### src/rtl/note_judge_scheduler.sv
// Per-lane judgment buffer that serializes hit/miss judgments into one-hot round-robin pulses
// and sequences song start/clear/drain. Optional saturating drop counter: SCHED_DROP_CNT_EN.
module note_judge_scheduler #(
    parameter int unsigned LANES = 8,
    parameter int unsigned GAP   = 1
) (
    input  logic             clk,
    input  logic             rst,
    input  logic             start,
    input  logic             song_end,
    input  logic [LANES-1:0] hit_valid,
    input  logic [LANES-1:0] hit_good,
    output logic [LANES-1:0] note_action,
    output logic [LANES-1:0] note_success,
    output logic             score_clr,
    output logic [1:0]       state,
    output logic [LANES-1:0] pending,
    output logic [7:0]       dropped_cnt,
    output logic             done
);

    localparam int unsigned PTR_W = (LANES > 1) ? $clog2(LANES) : 1;
    localparam int unsigned GAP_W = 4;
    localparam int unsigned CNT_W = 8;

    typedef enum logic [1:0] {
        ST_IDLE  = 2'd0,
        ST_CLEAR = 2'd1,
        ST_PLAY  = 2'd2,
        ST_DRAIN = 2'd3
    } state_t;

    state_t             state_q, state_d;
    logic [LANES-1:0]   pending_q, pending_d;
    logic [LANES-1:0]   good_q, good_d;
    logic [PTR_W-1:0]   rr_ptr_q, rr_ptr_d;
    logic [GAP_W-1:0]   gap_cnt_q, gap_cnt_d;
    logic [LANES-1:0]   note_action_q, note_action_d;
    logic [LANES-1:0]   note_success_q, note_success_d;
    logic               score_clr_q, score_clr_d;
    logic               done_q, done_d;

    logic [LANES-1:0]   grant_c;
    logic [PTR_W-1:0]   grant_idx_c;
    logic               grant_vld_c;
    logic [PTR_W-1:0]   scan_idx_c;
    logic [LANES-1:0]   accept_c;

    // Round-robin pick: first pending lane at or above rr_ptr, wrapping.
    always_comb begin
        grant_c     = '0;
        grant_idx_c = '0;
        grant_vld_c = 1'b0;
        scan_idx_c  = '0;
        if ((state_q == ST_PLAY || state_q == ST_DRAIN) && gap_cnt_q == '0) begin
            for (int unsigned k = 0; k < LANES; k++) begin
                scan_idx_c = PTR_W'((32'(rr_ptr_q) + k) % LANES);
                if (!grant_vld_c && pending_q[scan_idx_c]) begin
                    grant_vld_c          = 1'b1;
                    grant_idx_c          = scan_idx_c;
                    grant_c[scan_idx_c]  = 1'b1;
                end
            end
        end
    end

    // Next-state, capture and pulse generation.
    always_comb begin
        state_d        = state_q;
        pending_d      = pending_q;
        good_d         = good_q;
        rr_ptr_d       = rr_ptr_q;
        gap_cnt_d      = gap_cnt_q;
        note_action_d  = '0;
        note_success_d = '0;
        score_clr_d    = 1'b0;
        done_d         = 1'b0;
        accept_c       = '0;

        case (state_q)
            ST_IDLE: begin
                if (start) begin
                    state_d = ST_CLEAR;
                end
            end
            ST_CLEAR: begin
                score_clr_d = 1'b1;
                pending_d   = '0;
                rr_ptr_d    = '0;
                gap_cnt_d   = '0;
                state_d     = ST_PLAY;
            end
            ST_PLAY, ST_DRAIN: begin
                if (grant_vld_c) begin
                    note_action_d  = grant_c;
                    note_success_d = grant_c & good_q;
                    pending_d      = pending_q & ~grant_c;
                    rr_ptr_d       = (32'(grant_idx_c) + 1 == LANES) ? '0
                                     : PTR_W'(32'(grant_idx_c) + 1);
                    gap_cnt_d      = GAP_W'(GAP);
                end else if (gap_cnt_q != '0) begin
                    gap_cnt_d = gap_cnt_q - GAP_W'(1);
                end

                if (state_q == ST_PLAY) begin
                    // A lane granted this cycle is free again for a new judgment.
                    accept_c  = hit_valid & (~pending_q | grant_c);
                    pending_d = pending_d | accept_c;
                    good_d    = (good_q & ~accept_c) | (hit_good & accept_c);
                    if (song_end) begin
                        state_d = ST_DRAIN;
                    end
                end else if (pending_q == '0 && gap_cnt_q == '0) begin
                    state_d = ST_IDLE;
                    done_d  = 1'b1;
                end
            end
            default: begin
                state_d = ST_IDLE;
            end
        endcase
    end

    always_ff @(posedge clk) begin
        if (rst) begin
            state_q        <= ST_IDLE;
            pending_q      <= '0;
            good_q         <= '0;
            rr_ptr_q       <= '0;
            gap_cnt_q      <= '0;
            note_action_q  <= '0;
            note_success_q <= '0;
            score_clr_q    <= 1'b0;
            done_q         <= 1'b0;
        end else begin
            state_q        <= state_d;
            pending_q      <= pending_d;
            good_q         <= good_d;
            rr_ptr_q       <= rr_ptr_d;
            gap_cnt_q      <= gap_cnt_d;
            note_action_q  <= note_action_d;
            note_success_q <= note_success_d;
            score_clr_q    <= score_clr_d;
            done_q         <= done_d;
        end
    end

`ifdef SCHED_DROP_CNT_EN
    logic [LANES-1:0] drop_vec_c;
    int unsigned      drop_sum_c;
    logic [CNT_W-1:0] drop_cnt_q, drop_cnt_d;

    // Saturating count of judgments rejected because their lane was still pending.
    always_comb begin
        drop_vec_c = '0;
        if (state_q == ST_PLAY) begin
            drop_vec_c = hit_valid & pending_q & ~grant_c;
        end
        drop_sum_c = 32'(drop_cnt_q) + 32'($countones(drop_vec_c));
        if (state_q == ST_CLEAR) begin
            drop_cnt_d = '0;
        end else if (drop_sum_c > 32'(255)) begin
            drop_cnt_d = CNT_W'(255);
        end else begin
            drop_cnt_d = CNT_W'(drop_sum_c);
        end
    end

    always_ff @(posedge clk) begin
        if (rst) begin
            drop_cnt_q <= '0;
        end else begin
            drop_cnt_q <= drop_cnt_d;
        end
    end

    assign dropped_cnt = drop_cnt_q;
`else
    assign dropped_cnt = '0;
`endif

    assign note_action  = note_action_q;
    assign note_success = note_success_q;
    assign score_clr    = score_clr_q;
    assign done         = done_q;
    assign state        = state_q;
    assign pending      = pending_q;

endmodule

### config.mk
export PLATFORM = sky130hd
export DESIGN_NAME = note_judge_scheduler
export DESIGN_NICKNAME = d
export VERILOG_FILES = /design/src/rtl/note_judge_scheduler.sv
export SDC_FILE = /design/constraint.sdc
export NUM_CORES = 1
export LEC_CHECK = 0
export ABC_CLOCK_PERIOD_IN_PS = 4300
export BUFFER_PORTS_ARGS = -buffer_cell sky130_fd_sc_hd__buf_2
export CORE_MARGIN = 2
export CORE_UTILIZATION = 34
export DETAILED_ROUTE_END_ITERATION = 12
export GPL_ROUTABILITY_DRIVEN = 0
export GPL_TIMING_DRIVEN = 0
export PLACE_DENSITY = 0.56
export SLEW_MARGIN = 20
export SYNTH_ARGS = -nofsm -noshare
export SYNTH_HDL_FRONTEND = slang
export SYNTH_SLANG_ARGS = --single-unit
### constraint.sdc
create_clock -name clk -period 4.3 [get_ports clk]
set_input_delay 0.43 -clock clk [delete_from_list [all_inputs] [get_ports clk]]
set_output_delay 0.43 -clock clk [all_outputs]
set_load 0.05 [all_outputs]
# After elaboration in Yosys (flattened, before gate mapping)
# Cells that the tools add are included.
[classes]
mux = 90
bitwise_logic = 20
eq_ne = 9
addsub = 9
order_cmp = 16
n_reduce_logical = 37
[op_table]
columns = ["operator", "n"]
rows = [
  ["$mux W8", 19],
  ["$or A8 B8 Y8", 10],
  ["$and A8 B8 Y8", 5],
  ["$mux W1", 34],
  ["$mux W3", 11],
  ["$eq A32 B4 Y1 const B", 1],
  ["$lt A3 B4 Y1 const B", 8],
  ["$bmux W1 S3", 8],
  ["$demux W1 S3", 8],
  ["$ge A3 B1 Y1 const B", 8],
  ["$not A8 Y8", 3],
  ["$logic_and A1 B1 Y1", 17],
  ["$pmux W8 S2", 1],
  ["$add A3 B3 Y3 const B", 4],
  ["$ne A3 B3 Y1 const B", 3],
  ["$logic_not A8 Y1", 1],
  ["$mux W2", 4],
  ["$mux W4", 2],
  ["$pmux W4 S2", 1],
  ["$logic_not A1 Y1", 7],
  ["$add A3 B2 Y3 const B", 2],
  ["$pmux W2 S3", 1],
  ["$pmux W3 S2", 1],
  ["$reduce_and A2 Y1", 3],
  ["other kinds (15)", 19],
]
[totals]
reg_bits = 43
input_bits = 20
elab_cells = 190
output_inout_bits = 36

# Depth between registers and ports, before layout
# Gate-level depths: netlist of run 1.
[logic_depth]
ltp_word = 39
depth_mapped = 18
mapped_depth_nobuf = 13

# Worst setup path after synthesis of run 1
# No wires, ideal clock.
[synth_timing]
path_kind = "register -> register"
start = "register rr_ptr_q[0]"
end = "register rr_ptr_q[1]"
n_path_buf = 5
synth_period_minus_slack_ns = 3.904
t_required_ns = 4.168
stages_incl_launch_ff = 18
setup_time_ns = 0.132
slack_ns = 0.396
arrival_time_ns = 3.772
cell_sequence = "dfxtp_1 > buf_6 > buf_2 > inv_1 > clkbuf_1 > ha_1 > buf_4 > mux2i_1 > mux4_2 > a32oi_2 > buf_2 > nor2_1 > a211oi_1 > nor4_1 > a211oi_1 > ha_1 > nand3b_1 > a21oi_1"
[synth_via]
elab_chain_cells = 37
word_cells_on_any_way = 69
cone_classes = "add/sub (8); eq/ne (2); mux (44); reduce/logical (15)"
[synth_lines]
columns = ["element", "line", "text"]
rows = [
  ["from (decl)", "36", "logic [PTR_W-1:0] rr_ptr_q, rr_ptr_d;"],
  ["from (signal assigned)", "139", "rr_ptr_q <= rr_ptr_d;"],
  ["parallel branches: the longest is 37 deep, another holds $add A3 B1 Y3", "-", ""],
]
# Several ways; the timed one is not identified. The select of a mux whose other input is x is not followed.
# A chain may end at the register's enable or synchronous reset.

# Worst setup path in the final report of run 1
# Ends and elaborated chain as after synthesis.

==> results of run 1 <==
[timing repair]
action | CTS | global route
gates resized for setup | 8 | 12
pin swaps | 2 | 2
setup buffers | 3 | 1
setup endpoints to repair | 22 | 26
[area by class of cell]
cell class	count	area share [%]
Inverter	12	1.125
Sequential cell	43	19.84
Tap cell	140	4.038
Timing Repair Buffer	51	6.115
Multi-Input combinational cell	363	61.70
Buffer	39	4.990
Clock inverter	3	0.6057
Clock buffer	5	1.586
[synth_stat cells, types with 9 or more instances]
cell / count
nand2_1: 55
dfxtp_1: 43
nor2_1: 35
o21ai_0: 21
clkbuf_1: 18
mux2i_1: 17
a21oi_1: 15
and2_1: 15
mux4_2: 14
nand3_1: 14
nor2b_1: 13
ha_1: 12
a211oi_1: 10
a31oi_1: 10
buf_4: 10
inv_1: 10
nand2b_1: 10
buf_2: 9
nor4_1: 9
[metrics by stage]
step                      std cells  instance area [sq um]  total power, uW  hold WS (ps)  TNS [ps]
after floorplan                 458                   3717            994.4         429.1         0
after global placement          645                   4128             1177         436.1     -1953
after detailed placement        645                   4128             1178         438.8     -2641
after CTS                       656                   4285             1481         341.4         0
after global routing            656                   4338             1583         366.5         0
final                           656                   4338             1488         350.2         0
[cell families (layout without fill, tap and decap cells)]
group | Yosys count | in the layout | share of synthesized area [%]
buffers and inverters | 52 | 110 | 6.814
and+or+nand+nor | 189 | 189 | 26.95
other | 1 | 8 | 0.1016
AOI/OAI and AO/OA | 112 | 112 | 22.03
xor gates and xnor gates | 5 | 5 | 1.187
adders and majority gates | 12 | 12 | 4.068
DFF | 43 | 43 | 23.32
muxes | 37 | 37 | 15.53
[worst paths after layout]
| kind | start | end | slack (ps) |
|---|---|---|---|
| worst max-delay path | rr_ptr_q[0] | rr_ptr_q[1] | 140 |
| worst min-delay path | hit_good[5] | flip-flop | 350 |
| worst max register to register | rr_ptr_q[0] | rr_ptr_q[1] | 140 |
| worst min register to register | flip-flop | note_success[3] | 460 |
[cells in the final DEF, fill, tap and decap left out, types with 6 or more instances in the layout]
cell and instances:
mux4_2 14, inv_1 10, nor2b_1 13, nor2_1 34
and3_1 6, o21ai_1 6, o21ai_0 20, nor3b_1 7
a211oi_1 9, dfxtp_1 43, nand3_1 14, and2_1 15
nor4_1 9, nand2b_1 10, a21oi_1 15, o22ai_1 8
a31oi_1 10, ha_1 11, clkbuf_1 16, nand2_1 55
buf_2 55, mux2i_1 17, buf_4 13, nor3_1 7
conb_1 8
[power breakdown]
group          total [uW]  internal, uW  switching (uW)
combinational         748           245             503
clock                 281           120             161
sequential            458           430            28.2
[per-layer routing]
| metal | part of all wire [%] | wire (microns) | up-vias |
|---|---|---|---|
| li1 | - | - | 1774 |
| met2 | 47 | 5685 | 226 |
| met4 | 4.6 | 554 | 0 |
| met3 | 8.6 | 1044 | 45 |
| met5 | 0 | 0 | - |
| met1 | 40 | 4846 | 1774 |
[worst register-to-register path, cell delays in order (launching register included)]
cell and delay (ps):
dfxtp_1 370, buf_6 140, buf_6 170, inv_1 90
buf_2 210, ha_1 350, buf_4 200, mux2i_1 150
mux4_2 560, a32oi_4 330, buf_2 300, nor2_1 90
a211oi_1 200, nor4_1 100, a211oi_2 310, ha_1 300
nand3b_1 90, a21oi_1 60
==> impl_metrics.tcl, run 1 <==
set metrics [dict create \
    final_util_pct 40.55 \
    die_w_microns 108.2 \
    path_clk_slew_ps 90 \
    firstDrtPassIters 7 \
    fin_skew_ps 6.061 \
    cpPeakStageDelay_ps 560 \
    regArea_sq_um 860.8 \
    slowest_stage "mux4_2" \
    synth_area_leaders "dfxtp_1 (23%), mux4_2 (8.5%), nand2_1 (5.6%), mux2i_1 (4.6%), ha_1 (4.1%)" \
    hpwl_mm 9.315 \
    cts.sinks 43 \
    synth_cell_types 70 \
    ys.warnings.count 0 \
    slew-limit-headroom_pct 37.57 \
    grt-ovfl-total 0 \
    powerDensity_nw_per_um2 343.0 \
    timing.final.crit_share_pct 96.73 \
    drtIter0Drc 343 \
    fin_crit_ps 4159 \
    remaining_drc_errors 0 \
    die_h_microns 108.2 \
    synth_ff_type "dfxtp_1" \
    avgSynthCellArea_sq_um 8.184 \
    grt_pass1_vias 3757 \
    synth_seq_area_share_pct 23.32 \
    fin_nets 547 \
    synthCells 451 \
    synth_area_leader_cell "dfxtp_1" \
    hold_path_class "in -> reg" \
    setup_viol 0 \
    htree_levels 2 \
    tightest_slew_ps 930.1 \
    cp_max_fo 10 \
    grtUsageMet1_pct 26.68 \
    hold_violations 0 \
    synth_edf_count 0 \
    cp_cell_sequence "buf_6, buf_6, inv_1, buf_2, ha_1, buf_4, mux2i_1, mux4_2, a32oi_4, buf_2, nor2_1, a211oi_1, nor4_1, a211oi_2, ha_1, nand3b_1, a21oi_1" \
    leakage_uw 0.001696 \
    cts_buffer_depth 2 \
    rows 38 \
    ant_nets 0 \
    syn-cell-area_sq_um 3691 \
    globalRouteMet3Util_pct 4.159 \
    cts-buffers-inserted 5 \
    dp_slack_ps -493.2 \
    worstSetupPathDepth 17 \
    fillCellCount 1080 \
    start_util_pct 34.50 \
    drv_cap 0 \
    ctsRootBufferMaster "clkbuf_8" \
    critPathTopFamily "buffers and inverters" \
    slew_viol_final 0 \
    num_vias 3819 \
    peakVddDrop_mv 0.2870 \
    grt.met2_usage_pct 35.09 \
    start_kind "flip-flop" \
    die_area_sq_um 11710 \
    via_per_inst 5.822 \
    wirelength_mm 12.13 \
    critical_path_buf_inv_count 6 \
    clk_latency_ps 310 \
    async_flop_share_pct 0 \
    yosys_register_bits 43 \
    multiInputGateArea_sq_um 2676 \
    top_usage_layer "met2" \
    io_pins 56 \
    drive_above_1_share_pct 24.03 \
    ctsHoldBuffers 0 \
    grt_use_total_pct 21.35 \
    cts_tree "built" \
    synthDominantCellAreaShare_pct 23.32 \
    status "finished clean" \
    endpoint_kind "flip-flop" \
    grt_max_degree 17 \
    grt_antenna_before_repair 0 \
    path_class "reg -> reg" \
    max_freq_mhz 240.4 \
    min_path_cells 3 \
    insertedDiodeCount 0 \
    io_buffers 47 \
    wl_per_cell_microns 18.49 \
    setup_ws_ps 140.7 \
    area_growth_pct 17.53 \
    cp.required_ps 4480 \
    worst_ep_arrival_time_ps 4340 \
    rsz0062_at_grt "false" \
    core_sq_um 10700 \
    rr_worst_depth 17 \
    grt_first_pass_wirelength_mm 19.51 \
]
Power figures use the tool's default switching activity.
==> inputs of run 2 (changes only) <==
--- a/config.mk
+++ b/config.mk
@@ -5,6 +5,7 @@
 export SDC_FILE = /design/constraint.sdc
 export NUM_CORES = 1
 export LEC_CHECK = 0
+export ABC_AREA = 1
 export ABC_CLOCK_PERIOD_IN_PS = 4300
 export BUFFER_PORTS_ARGS = -buffer_cell sky130_fd_sc_hd__buf_2
 export CORE_MARGIN = 2
@@ -12,7 +13,6 @@
 export DETAILED_ROUTE_END_ITERATION = 12
 export GPL_ROUTABILITY_DRIVEN = 0
 export GPL_TIMING_DRIVEN = 0
-export PLACE_DENSITY = 0.56
 export SLEW_MARGIN = 20
 export SYNTH_ARGS = -nofsm -noshare
 export SYNTH_HDL_FRONTEND = slang
==> run 2 against run 1 <==
  * Register-to-register slack improved by 540 ps
  * Hold slack improved by 31 ps
  * Utilization rose by 0.13 points
  * First-iteration DRC count fell by 30%
  * Wire length fell by 15%
  * Worst setup slack improved by 540 ps
  * Largest cell class unchanged
  * Highest routed layer unchanged
==> impl_metrics.tcl, run 2 <==
set metrics [dict create \
    status "finished clean" \
    cts_buffer_depth 2 \
    cp_common_cell "inv_1" \
    endpoint_kind "flip-flop" \
    cpPeakStageDelay_ps 380 \
    critPathTopFamily "buffers and inverters" \
    remaining_drc_errors 0 \
    path_clk_slew_ps 90 \
    cts.sinks 43 \
    wirelength_mm 10.30 \
    topRoutingLayerUsed "met4" \
    fin_skew_ps 2.615 \
    cts_tree "built" \
    cp.required_ps 4540 \
    ctsHoldBuffers 0 \
    dr_wl_met3_microns 611 \
    postCtsSetupRepairBufs 0 \
    synthDominantCellAreaShare_pct 24.77 \
    yosys_register_bits 43 \
    regArea_sq_um 860.8 \
    io_buffers 46 \
    grt_use_total_pct 18.46 \
    max_freq_mhz 276.2 \
    path_class "reg -> reg" \
    num_vias 3656 \
    met1Wirelength_mm 4.731 \
    hold_path_class "in -> reg" \
    grt-ovfl-total 0 \
    synth_area_leader_cell "dfxtp_1" \
    fin_crit_ps 3621 \
    slowest_stage "dfxtp_1" \
    wl_met2_mm 4.745 \
    timing.setup.tns_ps 0 \
    slew-limit-headroom_pct 41.20 \
    mostFrequentLayoutCells "nand2_1 (150), inv_1 (51), nor2_1 (50), buf_2 (49)" \
    worst_ep_arrival_time_ps 3860 \
    cts.repair.resized 0 \
    leakage_uw 0.001942 \
    insertedDiodeCount 0 \
    wl_per_cell_microns 14.12 \
    synth_cell_types 39 \
    start_util_pct 35.22 \
    cp_cell_sequence "inv_2, buf_6, clkbuf_1, ha_1, inv_1, nand3_1, nand2_1, nor2_1, nor2_4, inv_1, nor2_4, inv_1, nor2_1, inv_1, o21ai_0, a21oi_1, a31oi_1, ha_1, inv_1, nand2_1, nand3_1, a21oi_1" \
    yosysMostFrequentCell "nand2_1" \
    ctsRootBufferMaster "clkbuf_8" \
    htree_levels 2 \
    tightest_slew_ps 880.1 \
    timing.final.crit_share_pct 84.21 \
    drive_above_1_share_pct 23.95 \
    slew_viol_final 0 \
    powerDensity_nw_per_um2 428.2 \
    peakVddDrop_mv 0.3303 \
    rsz0062_at_grt "false" \
    ys_top_cells_by_count "nand2_1 (150), inv_1 (51), nor2_1 (50), dfxtp_1 (43), nand3_1 (43)" \
    area_growth_pct 15.48 \
    die_w_microns 105.1 \
    firstDrtPassIters 5 \
    via_per_inst 5.008 \
    hold_violations 0 \
    avgSynthCellArea_sq_um 6.482 \
    cts-buffers-inserted 5 \
    critical_path_buf_inv_count 8 \
    core_sq_um 9864 \
    drtIter0Drc 240 \
    io_pins 56 \
    multiInputGateArea_sq_um 2271 \
    synth_ff_type "dfxtp_1" \
    ant_nets 0 \
    fin_nets 628 \
    grt_antenna_before_repair 0 \
    synth_seq_area_share_pct 24.77 \
    start_kind "flip-flop" \
    async_flop_share_pct 0 \
    ys.warnings.count 0 \
    synth_edf_count 0 \
    synthCells 536 \
    layout_commonest_cell "nand2_1" \
    drv_cap 0 \
    dpl_cell_area_sq_um 3897 \
    grt_max_degree 16 \
    grt_first_pass_wirelength_mm 16.62 \
    cp_max_fo 10 \
    die_h_microns 105.1 \
    hpwl_mm 8.016 \
    rows 36 \
    fillCellCount 1058 \
    die_area_sq_um 11040 \
    grt_pass1_vias 3493 \
    clk_latency_ps 300 \
    synth_area_leaders "dfxtp_1 (25%), nand2_1 (16%), nand3_1 (6.2%), inv_1 (5.5%), nand3_2 (5.5%)" \
    fin_area_sq_um 4013 \
    setup_viol 0 \
    syn-cell-area_sq_um 3475 \
]
==> run 2: final timing paths <==
kind / start / end / slack (ps) / cells after the start
worst max-delay path: rr_ptr_q[0] / rr_ptr_q[2] / 680 / 22
worst min-delay path: hit_good[3] / flip-flop / 380 / 3
worst max register to register: rr_ptr_q[0] / rr_ptr_q[2] / 680 / 22
worst min register to register: flip-flop / flip-flop / 480 / 2
==> run 2: where the power goes <==
part / switching (uW) / total [uW] / leakage [uW] / internal (uW)
Combinational: 636 / 904 / 0.00154 / 268
Sequential: 39.2 / 479 / 0.000348 / 440
Clock: 159 / 334 / 0.0000548 / 175
Total: 835 / 1720 / 0.00194 / 884
==> run 2: stage by stage <==
step	cells	util, %	hold WS, ps	setup slack (ps)	total power, uW
floorplan	543	-	434.1	1344	1176
global placement	722	39.51	446.1	835.4	1366
detailed placement	722	39.51	459.4	760.6	1382
CTS	730	40.68	379.5	737.4	1712
global route	730	40.68	379.5	304.7	1828
finish	730	40.68	381.1	678.8	1718
==> run 2: worst reg2reg max path, stage by stage (launching register included) <==
cell      delay (ps)
dfxtp_1          380
inv_2            110
buf_6            140
clkbuf_1         330
ha_1             370
inv_1            170
nand3_1           90
nand2_1          110
nor2_1           100
nor2_4           190
inv_1             90
nor2_4           240
inv_1             90
nor2_1            90
inv_1             50
o21ai_0          140
a21oi_1           60
a31oi_1          250
ha_1             230
inv_1             50
nand2_1           60
nand3_1           80
a21oi_1          130
==> run 2: area by class of cell <==
type | count | share of cell area, %
Multi-Input combinational cell | 418 | 56.59
Sequential cell | 43 | 21.45
Timing Repair Buffer | 46 | 5.737
Inverter | 58 | 5.550
Tap cell | 133 | 4.147
Buffer | 24 | 3.648
Clock buffer | 5 | 1.715
Clock inverter | 3 | 1.154
==> run 2: kinds of logic after synthesis <==
kind of cell | Yosys count | share of synthesized area, %
other | 1 | 0.1079
buffers and inverters | 82 | 10.62
and+or+nand+nor | 350 | 50.77
xor gates and xnor gates | 2 | 0.9365
adders and majority gates | 12 | 4.321
AOI/OAI and AO/OA | 46 | 8.463
DFF | 43 | 24.78
==> run 2: routing by layer <==
metal  vias up  GRT usage [%]
met5         -              0
met4         0          5.524
met3        16          3.369
met2       118          30.43
met1      1688          24.43
li1       1834              -
==> inputs of run 3 (changes only) <==
--- a/config.mk
+++ b/config.mk
@@ -6,7 +6,7 @@
 export NUM_CORES = 1
 export LEC_CHECK = 0
 export ABC_AREA = 1
-export ABC_CLOCK_PERIOD_IN_PS = 4300
+export ABC_CLOCK_PERIOD_IN_PS = 3500
 export BUFFER_PORTS_ARGS = -buffer_cell sky130_fd_sc_hd__buf_2
 export CORE_MARGIN = 2
 export CORE_UTILIZATION = 34
==> constraint.sdc (replaced) <==
create_clock -name clk -period 3.5 [get_ports clk]
set_input_delay 0.35 -clock clk [delete_from_list [all_inputs] [get_ports clk]]
set_output_delay 0.35 -clock clk [all_outputs]
set_load 0.05 [all_outputs]
==> run 3 against run 2 <==
  * First-iteration DRC count decreased by 7.5%
  * Global-route usage is 0.052 points lower
  * Count of clock-buffer cells in the layout unchanged
  * Utilization up 0.15 points
  * Wire length hardly changed
  * Die area unchanged
  * Clock skew is 1.4 ps higher
  * Clock power up 22%
  * Via count up 0.16%
  * Sequential power increased by 23%
  * Combinational power increased by 24%
  * Fmax up 12%
==> impl_metrics.tcl, run 3 (synthesis gave the netlist of run 2 again) <==
set metrics [dict create \
    switching_share_pct 48.35 \
    firstDrtPassIters 5 \
    cp.required_ps 3730 \
    grt_pass1_vias 3480 \
    powerDensity_nw_per_um2 526.8 \
    setup_ws_ps 271.3 \
    slew_viol_final 0 \
    grt-ovfl-total 0 \
    tightest_slew_ps 839.3 \
    timing.final.crit_share_pct 92.25 \
    ctsRootBufferMaster "clkbuf_8" \
    hold_path_class "in -> reg" \
    layout_commonest_cell "nand2_1" \
    num_vias 3662 \
    dp_cells 722 \
    cp_max_fo 10 \
    cts-buffers-inserted 5 \
    grt_use_total_pct 18.40 \
    dp_slack_ps -39.36 \
    final_util_pct 40.83 \
    clk_latency_ps 300 \
    wirelength_mm 10.31 \
    mostFrequentLayoutCells "nand2_1 (150), inv_1 (50), nor2_1 (50), buf_2 (48)" \
    io_buffers 46 \
    hpwl_mm 8.016 \
    drive_above_1_share_pct 24.62 \
    setup_viol 0 \
    worst_ep_arrival_time_ps 3460 \
    cts.sinks 43 \
    start_util_pct 35.22 \
    cts_buffer_depth 2 \
    p_sw_uw 1026 \
    grt_max_degree 20 \
    insertedDiodeCount 0 \
    slowest_stage "dfxtp_1" \
    critPathTopFamily "simple AND/OR/NAND/NOR gates" \
    drv_cap 0 \
    remaining_drc_errors 0 \
    intPower_uw 1096 \
    dr_wl_met3_microns 609 \
    fin_skew_ps 3.997 \
    wl_per_cell_microns 14.13 \
    grt_first_pass_wirelength_mm 16.58 \
    drtIter0Drc 222 \
    endpoint_kind "flip-flop" \
    path_class "reg -> reg" \
    io_pins 56 \
    critical_path_buf_inv_count 4 \
    die_area_sq_um 11040 \
    power_frac_comb_pct 53.0 \
    max_freq_mhz 309.7 \
    peakVddDrop_mv 0.4075 \
    fin_area_sq_um 4028 \
    grt_antenna_before_repair 0 \
    fin_crit_ps 3229 \
    htree_levels 2 \
    area_growth_pct 15.92 \
    seqPwrFrac_pct 27.8 \
    via_per_inst 5.016 \
    die_h_microns 105.1 \
    die_w_microns 105.1 \
    dpl_cell_area_sq_um 3897 \
    rows 36 \
    core_sq_um 9864 \
    power_frac_clock_pct 19.3 \
    start_kind "flip-flop" \
    hold_violations 0 \
    cpPeakStageDelay_ps 430 \
    ant_nets 0 \
    fin_nets 628 \
    fin_cells 730 \
    path_clk_slew_ps 90 \
    topRoutingLayerUsed "met4" \
    timing.setup.tns_ps 0 \
    cp_cell_sequence "clkbuf_4, inv_2, ha_2, inv_2, nand3_1, nand2_1, nor2_1, nor2_4, nand4_4, buf_6, nor3_2, nand2_2, o21ai_1, a31oi_2, ha_1, nand3_1, nand3_1, a21oi_1" \
    status "finished clean" \
    cp_common_cell "nand3_1" \
    wl_met2_mm 4.775 \
    slew-limit-headroom_pct 43.93 \
    fillCellCount 1062 \
    cts_tree "built" \
    leakage_uw 0.001943 \
    met1Wirelength_mm 4.714 \
]
run 3: cell counts in the layout (fill, tap and decap cells not counted):
No cell type changed its count.
run 3: worst register-to-register path, delay by kind of cell (launching register included):
kind | cells | cell delay (ps)
compound gates | 3 | 410
fa+ha+maj | 2 | 550
simple gates | 9 | 1100
flops | 1 | 430
buf+inv | 4 | 660
run 3: path summary, 6_finish.rpt:
kind	from	endpoint	slack, ps	cells past startpoint
worst max-delay path	rr_ptr_q[1]	rr_ptr_q[2]	270	18
worst min-delay path	hit_good[3]	flip-flop	300	3
worst max register to register	rr_ptr_q[1]	rr_ptr_q[2]	270	18
worst min register to register	flip-flop	flip-flop	480	2
run 3: cell type report:
| class | instances | area (sq um) | share of cell area, % |
|---|---|---|---|
| Clock inverter | 3 | 46.29 | 1.149 |
| Timing Repair Buffer | 47 | 237.7 | 5.902 |
| Sequential cell | 43 | 860.8 | 21.37 |
| Tap cell | 133 | 166.4 | 4.132 |
| Inverter | 58 | 222.7 | 5.530 |
| Clock buffer | 5 | 68.82 | 1.709 |
| Multi-Input combinational cell | 418 | 2280 | 56.60 |
| Buffer | 23 | 145.1 | 3.604 |
run 3: per-layer routing:
metal | track usage, % | up-vias
li1 | - | 1833
met1 | 24.31 | 1694
met2 | 30.38 | 118
met3 | 3.369 | 17
met4 | 5.524 | 0
met5 | 0 | -
run 3: what timing repair did:
| item | CTS | global route |
|---|---|---|
| resized for setup | 0 | 5 |
| setup buffers | 0 | 1 |
| pin swaps | 0 | 1 |
| hold buffers | 0 | 0 |
| setup endpoints to repair | 2 | 2 |
run 3: power groups by stage:
| stage | Sequential, uW | Clock [uW] | Combinational, uW |
|---|---|---|---|
| floorplan | 651 | 0 | 794 |
| global placement | 598 | 0 | 1080 |
| detailed placement | 600 | 0 | 1100 |
| CTS | 589 | 412 | 1100 |
| global route | 598 | 428 | 1240 |
| finish | 589 | 409 | 1120 |
run 3: metrics by stage:
step	total power, uW	hold slack, ps
after floorplan	1445	434.1
after detailed placement	1698	459.4
after global routing	2261	299.5
after global placement	1678	446.1
after CTS	2101	299.5
final	2122	301.5
